<file path="config.mk">
export PLATFORM = sky130hd
export DESIGN_NAME = regfile_dump_reader_flat
export DESIGN_NICKNAME = d
export VERILOG_FILES = /design/src/rtl/regfile_dump_reader_pkg.sv /design/src/rtl/regfile_dump_reader_if.sv /design/src/rtl/regfile_dump_reader.sv /design/src/flat_wrapper.sv
export SDC_FILE = /design/constraint.sdc
export NUM_CORES = 1
export LEC_CHECK = 0
export CORE_ASPECT_RATIO = 1.75
export CORE_UTILIZATION = 40
export DETAILED_ROUTE_END_ITERATION = 10
export HOLD_SLACK_MARGIN = 0.1
export MAX_ROUTING_LAYER = met4
export PLACE_DENSITY = 0.84
export SETUP_SLACK_MARGIN = 0.2
export SLEW_MARGIN = 20
export SYNTH_ARGS = -nofsm -noshare
export SYNTH_HDL_FRONTEND = slang
export SYNTH_SLANG_ARGS = --single-unit
</file>
<file path="constraint.sdc">
create_clock -name clk -period 2.07 [get_ports clk]
set_input_delay 0.5175 -clock clk [delete_from_list [all_inputs] [get_ports clk]]
set_output_delay 0.5175 -clock clk [all_outputs]
set_load 0.1 [all_outputs]
</file>
<file path="src/rtl/regfile_dump_reader_pkg.sv">
// rtl/regfile_dump_reader_pkg.sv - shared constants, state encoding and index helper for the dump reader
package regfile_dump_reader_pkg;

  localparam int DATA_W   = 16;
  localparam int ADDR_W   = 4;
  localparam int NUM_REGS = 16;

  typedef enum logic [1:0] {
    ST_IDLE = 2'd0,
    ST_READ = 2'd1,
    ST_SEND = 2'd2,
    ST_DONE = 2'd3
  } dump_state_t;

  // Step to the next register index, wrapping at NUM_REGS so a range such as
  // 14..1 walks 14, 15, 0, 1.
  function automatic logic [ADDR_W-1:0] next_index(input logic [ADDR_W-1:0] cur);
    if (cur == ADDR_W'(NUM_REGS - 1)) begin
      return '0;
    end
    return cur + ADDR_W'(1);
  endfunction

endpackage

</file>
<file path="src/rtl/regfile_dump_reader_if.sv">
// rtl/regfile_dump_reader_if.sv - {index, data} word stream from the dump reader to the debug consumer
interface regfile_dump_reader_if;
  import regfile_dump_reader_pkg::*;

  logic              out_valid;
  logic              out_ready;
  logic [ADDR_W-1:0] out_index;
  logic [DATA_W-1:0] out_data;

  modport master (
    output out_valid,
    output out_index,
    output out_data,
    input  out_ready
  );

  modport slave (
    input  out_valid,
    input  out_index,
    input  out_data,
    output out_ready
  );

endinterface

</file>
<file path="src/rtl/regfile_dump_reader.sv">
// rtl/regfile_dump_reader.sv - walks a register index range, streams each value, finishes with an XOR checksum
module regfile_dump_reader
  import regfile_dump_reader_pkg::*;
(
  input  logic                  clk,
  input  logic                  reset,
  input  logic                  start,
  input  logic [ADDR_W-1:0]     first_reg,
  input  logic [ADDR_W-1:0]     last_reg,
  output logic [ADDR_W-1:0]     rd_addr,
  input  logic [DATA_W-1:0]     rd_data,
  regfile_dump_reader_if.master dump_stream,
  output logic                  busy,
  output logic                  done,
  output logic [DATA_W-1:0]     checksum
);

  dump_state_t       r_state;
  dump_state_t       w_next;
  logic [ADDR_W-1:0] r_cur;
  logic [ADDR_W-1:0] r_end;
  logic [ADDR_W-1:0] r_out_index;
  logic [DATA_W-1:0] r_out_data;
  logic [DATA_W-1:0] r_checksum;
  logic              w_handshake;
  logic              w_last;

  assign w_handshake = (r_state == ST_SEND) && dump_stream.out_ready;
  assign w_last      = (r_cur == r_end);

  // Next-state decode: one READ/SEND pair per word, single DONE cycle at the end.
  always_comb begin
    w_next = r_state;
    case (r_state)
      ST_IDLE: if (start) w_next = ST_READ;
      ST_READ: w_next = ST_SEND;
      ST_SEND: if (w_handshake) w_next = w_last ? ST_DONE : ST_READ;
      ST_DONE: w_next = ST_IDLE;
      default: w_next = ST_IDLE;
    endcase
  end

  // State register; reset aborts any dump in progress without a done pulse.
  always_ff @(posedge clk) begin
    if (reset) begin
      r_state <= ST_IDLE;
    end else begin
      r_state <= w_next;
    end
  end

  // Range bookkeeping, per-word snapshot and running checksum.
  always_ff @(posedge clk) begin
    if (reset) begin
      r_cur       <= '0;
      r_end       <= '0;
      r_out_index <= '0;
      r_out_data  <= '0;
      r_checksum  <= '0;
    end else begin
      case (r_state)
        ST_IDLE: begin
          if (start) begin
            r_cur      <= first_reg;
            r_end      <= last_reg;
            r_checksum <= '0;
          end
        end
        ST_READ: begin
          // Snapshot taken here; a write landing on this same edge is not seen.
          r_out_data  <= rd_data;
          r_out_index <= r_cur;
        end
        ST_SEND: begin
          if (w_handshake) begin
            r_checksum <= r_checksum ^ r_out_data;
            if (!w_last) begin
              r_cur <= next_index(r_cur);
            end
          end
        end
        default: begin
        end
      endcase
    end
  end

  assign rd_addr               = (r_state == ST_IDLE) ? '0 : r_cur;
  assign dump_stream.out_valid = (r_state == ST_SEND);
  assign dump_stream.out_index = r_out_index;
  assign dump_stream.out_data  = r_out_data;
  assign busy                  = (r_state == ST_READ) || (r_state == ST_SEND);
  assign done                  = (r_state == ST_DONE);
  assign checksum              = r_checksum;

endmodule

</file>
<file path="src/flat_wrapper.sv">
// flat-port wrapper written by rule: the top's interface ports become plain ports
module regfile_dump_reader_flat import regfile_dump_reader_pkg::*;
  (clk, reset, start, first_reg, last_reg, rd_addr, rd_data, busy, done, checksum, dump_stream_out_valid, dump_stream_out_index, dump_stream_out_data, dump_stream_out_ready);
  regfile_dump_reader_if dump_stream_i ();
  input  logic clk;
  input  logic reset;
  input  logic start;
  input  logic [ADDR_W-1:0] first_reg;
  input  logic [ADDR_W-1:0] last_reg;
  output logic [ADDR_W-1:0] rd_addr;
  input  logic [DATA_W-1:0] rd_data;
  output logic busy;
  output logic done;
  output logic [DATA_W-1:0] checksum;
  output wire logic [$bits(dump_stream_i.out_valid)-1:0] dump_stream_out_valid;
  output wire logic [$bits(dump_stream_i.out_index)-1:0] dump_stream_out_index;
  output wire logic [$bits(dump_stream_i.out_data)-1:0] dump_stream_out_data;
  input wire logic [$bits(dump_stream_i.out_ready)-1:0] dump_stream_out_ready;
  assign dump_stream_out_valid = dump_stream_i.out_valid;
  assign dump_stream_out_index = dump_stream_i.out_index;
  assign dump_stream_out_data = dump_stream_i.out_data;
  assign dump_stream_i.out_ready = dump_stream_out_ready;
  regfile_dump_reader u_core (.clk(clk), .reset(reset), .start(start), .first_reg(first_reg), .last_reg(last_reg), .rd_addr(rd_addr), .rd_data(rd_data), .dump_stream(dump_stream_i), .busy(busy), .done(done), .checksum(checksum));
endmodule
</file>
==> run summary, run 1 <==
The maximum level of the CTS H-tree came out at 2. The sequential-to-total area share from yosys stat came out at 44.3%. The overall track demand over capacity in global routing is 19.8%. The average routed wire per standard cell came out at 14.7 um. For this design the ratio of total power to cell area is 1530 nW/um^2. The worst max-slew margin expressed relative to the limit is 73.9%. The floorplan die area is 5500 um^2. For this design the top-level I/O count stands at 71. The required time of the worst setup path is 1.55 ns. The register clock-pin slew on the reported worst setup and hold paths is 0.09 ns. Averaged over all synthesized cells, the footprint is 9.54 um^2.

The slew of the pin with the lowest slew margin is 0.392 ns. The critical path in this run is classified as flip-flop to output port. The cell at the root of the clock tree is clkbuf_8. The final cycle utilization of the critical path came out at 89.0%.

The via count of the first global-routing pass came to 1,730. The number of unique standard cell types used by synthesis is 34. In the final design database the tool counted 331 nets. The largest driver fanout on the critical path is 4. The detailed router finished its first iteration with 58 violations.

The count of maximum capacitance violations is 0. met2 is the most crowded layer. The maximum operating frequency came out at 543 MHz. On the critical path, the stage with the largest delay is an instance of dfxtp_2.

The met2 capacity usage during global routing is 35.9%. The total setup violations reported at the end of the flow is 0. For met3 alone, demand over resource in global routing was 4.26%. The commonest cells after synthesis are dfxtp_1, nor2_1, mux2i_1.

In this design, the stage delay of the slowest critical-path cell is 0.36 ns. On the final layout, the worst clock skew is 0.0134 ns. The antenna diode count is 0. The internal power of the cells totals 2.37 mW. The initial antenna violation count came out at 0.

The number of hold buffers added after CTS was 0. Synthesis produced 218 cells. The relative contribution of combinational cells to total power is 59.0%. From synthesis to final layout, the design area changed by 48.6%. The sequential cell fraction of total power is 26.2%. The clock power share is 14.8%. Yosys instantiated no cell more often than dfxtp_1. Yosys mapped a number of flops with a built-in enable equal to 0. The post-route DRC violation count is 0. The hold violation count in the final report came out at 0.

The classification of the worst-slack hold path is flip-flop to flip-flop. For this run, asynchronously set or reset flops after synthesis account for 0%. The vias after detailed routing is 1,861. The average via count per standard cell came out at 5.27. The cell row count came out at 34. The number of clock sinks seen by CTS came out at 46. The largest net degree at the start of global routing is 25. The routing usage on met1 is 19.1%. In the final layout, the share of cells above drive strength 1 is 30.4%.

The share of the synthesized area in the top cell type is 44.3%. The length of the first detailed-routing pass in iterations came out at 4. The final max-slew violation count came to 0.

The final critical delay including setup and external delays is 1.84 ns. The core region is 4980 um^2. The signal on the critical path passes through inv_4 > ha_4 > buf_8 > nor2b_4 > buf_12. The deepest clock path buffer count is 2. The horizontal extent of the die came out at 56.5 um. The standby leakage power came out at 1.27 nW. dfxtp_1 takes more of the synthesized area than any other cell. STA classifies the critical path startpoint as a flip-flop. The global-route wire length before repair is 8190 um. Summed over all nets, the half-perimeter wirelength after detailed placement is 3910 um.

Setup repair after global routing could not meet its margin everywhere. The net count after synthesis came out at 251. The wire length reported by the detailed router came out at 5190 um.

The overall overflow remaining after global route is 0. The utilization after layout is 62.1%. At the later pin of the worst-skew pair, clock insertion delay measures 0.31 ns.

In the synthesized netlist the dominant register cell turns out to be dfxtp_1. The run finished with clean final reports. The clock buffer count from CTS came out at 5.

The endpoint class of the critical path is an output port. Yosys attributes the largest share of cell area to dfxtp_1, mux2i_1, nor2_1, xor2_1, nand4_1. The switching power of the nets came out at 2.35 mW. The number of nets with antenna violations after routing came out at 0. The final-layout setup total negative slack came out at 0 ns. The count of input and output buffers is 70. The cell area after synthesis came out at 2080 um^2.

The routability-driven placement congestion ratio came out at 0.859. Net switching is 49.8% of the power. The worst IR drop on VDD is 1.29 mV. The TritonCTS clock tree is done.

The synthesized flop and latch total came out at 46. The die is 97.4 um tall. The critical path data arrival time came out at 1.32 ns.

The total of warnings raised by yosys is 0. The effective utilization at floorplan is 41.8%.
==> registers in the layout (all words and copies together) (netlist names) <==
signal                        count
u_core.dump_stream.out_index      4
u_core.r_state                    2
u_core.r_end                      4
u_core.dump_stream.out_data      16
u_core.checksum                  16
u_core.r_cur                      4
==> worst max-delay path, delay by kind of cell (launching register included) <==
| kind | cells | cell delay (ns) |
|---|---|---|
| DFF | 1 | 0.36 |
| and+or+nand+nor | 1 | 0.12 |
| adders and majority gates | 1 | 0.17 |
| buffers and inverters | 3 | 0.36 |
==> cells by family (layout without fill, tap and decap cells) <==
| logic type | after synthesis | count (layout) | share of synthesized area (%) |
|---|---|---|---|
| AO/OA/AOI/OAI | 20 | 20 | 9.21 |
| XOR/XNOR | 17 | 17 | 7.16 |
| adder cells (fa/ha/maj) | 5 | 5 | 3.01 |
| buffers and inverters | 19 | 100 | 4.63 |
| flip-flops | 46 | 46 | 44.3 |
| multiplexers | 23 | 23 | 11.3 |
| AND/OR/NAND/NOR | 88 | 88 | 20.4 |
==> routing by layer <==
metal | routed length, um | share of wire (%)
met3 | 202 | 3.9
met1 | 1870 | 36
met5 | 0 | 0
met4 | 163 | 3.1
met2 | 2960 | 57
==> path summary, 6_finish.rpt <==
kind                     startpoint         endpoint  slack, ns  depth (start not counted)
hold reg to reg     u_core.r_end[1]  u_core.r_end[1]       0.48                          2
setup / recovery  u_core.r_state[0]       rd_addr[0]       0.23                          5
hold / removal      u_core.r_end[1]  u_core.r_end[1]       0.48                          2
setup reg to reg  u_core.r_state[0]  u_core.r_cur[0]       0.27                          7
==> cells in the final DEF, fill, tap and decap left out, types with 3 or more instances in the layout <==
cell type,Yosys,layout
buf_12,0,9
dfxtp_1,46,44
nand3_1,6,6
nand2_1,7,7
mux2i_1,22,22
ha_1,5,3
buf_4,4,50
xor2_1,16,16
nand2b_1,5,5
nor2b_1,7,5
clkbuf_8,0,5
a21oi_1,6,6
nor2_1,43,41
clkdlybuf4s50_1,0,27
nand4_1,16,16
==> power groups by stage <==
stage | clock [mW] | combinational (mW) | sequential [mW]
floorplan | 0 | 1.23 | 1.97
global placement | 0 | 2.60 | 1.25
detailed placement | 0 | 2.63 | 1.25
CTS | 0.714 | 2.75 | 1.23
global route | 0.744 | 2.91 | 1.26
finish | 0.696 | 2.78 | 1.24
==> metrics by stage <==
stage	worst slack, ns	cells	instance area, um^2	power (mW)	hold slack (ns)
floorplan	-0.0750	218	2110	3.20	0.440
global placement	0.100	341	2900	3.84	0.461
detailed placement	0.0609	341	2900	3.88	0.468
CTS	0.208	351	3070	4.70	0.481
global route	0.176	353	3090	4.91	0.508
finish	0.228	353	3090	4.71	0.479
==> cell type report <==
cell class | count | area, um^2
Fill cell | 421 | 1890
Timing Repair Buffer | 87 | 841
Inverter | 5 | 23.8
Clock inverter | 3 | 47.5
Clock buffer | 5 | 68.8
Multi-Input combinational cell | 153 | 1120
Sequential cell | 46 | 923
Tap cell | 54 | 67.6
==> repair_timing <==
action                     in CTS  in global routing
buffers inserted                2                  2
setup endpoints to repair       5                  2
pin swaps                       1                  1
gates resized for setup        10                  3
hold endpoints to repair        0                  0
(Power assumes the default switching activity.)
==> run 2, diff against run 1 <==
--- a/config.mk
+++ b/config.mk
@@ -7,7 +7,9 @@
 export LEC_CHECK = 0
 export CORE_ASPECT_RATIO = 1.75
 export CORE_UTILIZATION = 40
+export CTS_BUF_LIST = sky130_fd_sc_hd__clkbuf_2 sky130_fd_sc_hd__clkbuf_4 sky130_fd_sc_hd__clkbuf_8
 export DETAILED_ROUTE_END_ITERATION = 10
+export GPL_TIMING_DRIVEN = 0
 export HOLD_SLACK_MARGIN = 0.1
 export MAX_ROUTING_LAYER = met4
 export PLACE_DENSITY = 0.84
==> run 2 against run 1 <==
Effect of this change: sequential power is essentially flat; clock-buffer cell count unchanged; via count hardly changed; register-to-register slack gained 0.04 ns; first-iteration DRC count fell by 14%; sequential share of layout area shrank 0.97 points; cell area increased by 3.9%; die area stayed put; global-route usage increased by 0.85 points; combinational power is 3% lower.
==> run summary, run 2 (synthesis results as in run 1) <==
The final critical delay including setup and external delays is 1.87 ns. The number of clock sinks seen by CTS came out at 46. The largest driver fanout on the critical path is 6.

The tool flagged a number of max-cap violations equal to 0. The total power per unit cell area came out at 1480 nW/um^2. The signal on the critical path passes through inv_4 > ha_4 > buf_8 > nor2b_4 > buf_12. The startpoint identified for the worst register-to-register timing path is u_core.r_state[0]. Once the floorplan was initialized, standard cells occupied 41.8% of the core. The number of nets in the finished design is 334.

VDD sags by at most 1.19 mV. The startpoint identified for the worst hold timing path is u_core.r_end[1]. The required time of the worst setup path is 1.55 ns.

The cell type group with the largest total delay on the critical path is flip-flops. The sum of buffers and inverters on the critical path is 3. Leaving out fill and tap cells, the most frequent cell in the layout is dfxtp_1. The floorplan die area came out at 5500 um^2.

The critical path crosses 5 cells after its start point. The hold path depth came out at 2. STA classifies the critical path endpoint as an output port. The endpoint identified for the worst register-to-register timing path is u_core.r_cur[0]. The core footprint is 4980 um^2. In this run the horizontal extent of the chip is 56.5 um. The top-level port count is 71. In this run the core area contains 34 standard-cell rows.

The overall overflow remaining after global route came out at 0. The slew of the pin with the lowest slew margin is 0.575 ns. The die span in y is 97.4 um. After detailed routing, the number of vias per cell comes to 5.22.

The clock buffer count from CTS came out at 5. The hold violation count in the final report is 0. Timing analysis after detailed placement gives a worst setup slack of -0.569 ns.

The worst hold path terminates at u_core.r_end[1]. The count of input and output buffers is 70. The largest single stage delay on the critical path is 0.38 ns. Summed over all cells, the static leakage comes to 1.21 nW. The count of hold-fix buffers inserted at cts is 0. The flow ran to the end, and the final reports show no timing, DRC or antenna violations. The cell with the largest stage delay on the worst path is dfxtp_4. The via count of the first global-routing pass is 1,828. The largest net degree at the start of global routing is 16. The utilization after layout came out at 64.5%. The synthesis-to-layout area growth is 54.4%. The critical path startpoint category is a flip-flop. The number of filler instances in the final layout came out at 403.

The final worst clock skew came out at 0.00993 ns. The final critical-path setup slack is 0.205 ns. The average routed wire per standard cell came out at 14.8 um. The half-perimeter wire length after placement is 3740 um. The clock passes through at most 2 buffers. The setup path with the least slack is of type flip-flop to output port.

After clock tree synthesis, the clock-pin slew on the worst setup and hold paths is 0.09 ns. The final cycle utilization of the critical path came out at 90.1%. The tightest min-delay check is of the flip-flop to flip-flop type. The length of the first detailed-routing pass in iterations came out at 4. Setup repair after global routing could not meet its margin everywhere. In the layout the commonest cells are dfxtp_1, nor2_1, clkdlybuf4s15_2, clkdlybuf4s50_1, mux2i_1.

Data arrives at the worst endpoint at 1.35 ns. The total setup violations reported at the end of the flow is 0. The maximum level of the CTS H-tree is 2. The violation count after the first detailed-route iteration came out at 50.

The final-layout setup total negative slack came out at 0 ns. TritonCTS built the clock tree. The completed layout was analyzed and its total power is 4.76 mW.

For this run, the total global-route usage over all layers was measured as 20.7%. The layout cell share with drive strength beyond 1 came out at 31.1%. The final max-slew violation count came out at 0.

The cell at the root of the clock tree is clkbuf_8. Routability-driven placement finished with a final weighted congestion of 0.831. The first global-routing pass estimated 8590 um of wire. The vias after detailed routing came out at 1,860. The maximum operating frequency is 536 MHz. The total placed instance area came out at 2870 um^2. The wire length reported by the detailed router is 5250 um.

In the routed design, unresolved DRC markers number 0. The worst max-slew margin expressed relative to the limit came out at 61.8%. Summing all non-filler instances in the final layout gives an area of 3210 um^2.

The count of cells along the worst register-to-register path is 8. The register-to-register setup slack came out at 0.31 ns. The initial antenna violation count came to 0. The clock latency on the worst-skew pair is 0.31 ns.

The antenna diode count is 0. Once detail routing completed, the nets flagged for antenna violations numbered 0.
-- run 2: what timing repair did --
action,in CTS,in global routing
endpoints found under the setup margin,55,20
gates resized for setup,175,8
buffers inserted,3,3
pin swaps,0,1
-- run 2: routing by layer --
metal | GRT usage [%] | part of all wire [%]
met5 | - | 0
met1 | 19.2 | 36
met2 | 38.2 | 57
met3 | 3.46 | 3.6
met4 | 11.8 | 3.9
-- run 2: power breakdown --
group          switching [mW]  total, mW  internal [mW]  leakage, nW
sequential              0.179       1.24           1.06        0.376
clock                   0.321      0.804          0.484       0.0683
combinational            1.84       2.71          0.868        0.763
-- run 2: worst max-delay path by stage --
stage	from	end	slack, ns
after floorplan	u_core.r_state[1]	rd_addr[0]	-0.07
after global placement	u_core.r_state[1]	rd_addr[0]	-0.54
after detailed placement	u_core.r_state[1]	rd_addr[3]	-0.57
after CTS	u_core.r_state[1]	rd_addr[3]	0.19
after global routing	u_core.r_state[0]	rd_addr[3]	0.15
final	u_core.r_state[0]	rd_addr[3]	0.20
-- run 2: metrics by stage --
step           instances  hold WS, ns
5_1_grt              356        0.510
2_1_floorplan        218        0.440
3_5_place_dp         342        0.464
6_report             356        0.479
4_1_cts              353        0.476
3_3_place_gp         342        0.460
-- run 2: final cells by class --
| class | count | area (um^2) | area share, % |
|---|---|---|---|
| multi-input combinational | 153 | 1130 | 35.3 |
| sequential | 46 | 928 | 28.9 |
| timing repair buffer | 76 | 821 | 25.6 |
| buffer | 14 | 98.8 | 3.08 |
| clock buffer | 5 | 68.8 | 2.14 |
| clock inverter | 3 | 68.8 | 2.14 |
| tap | 54 | 67.6 | 2.10 |
| inverter | 5 | 23.8 | 0.740 |
-- run 2: worst register-to-register path: stages (launching register included) --
cell and delay [ns]:
dfxtp_4 0.38, inv_4 0.05, ha_4 0.16, buf_8 0.14, buf_4 0.14, nand2b_1 0.13
nand3_2 0.14, a21o_4 0.23, mux2_4 0.29
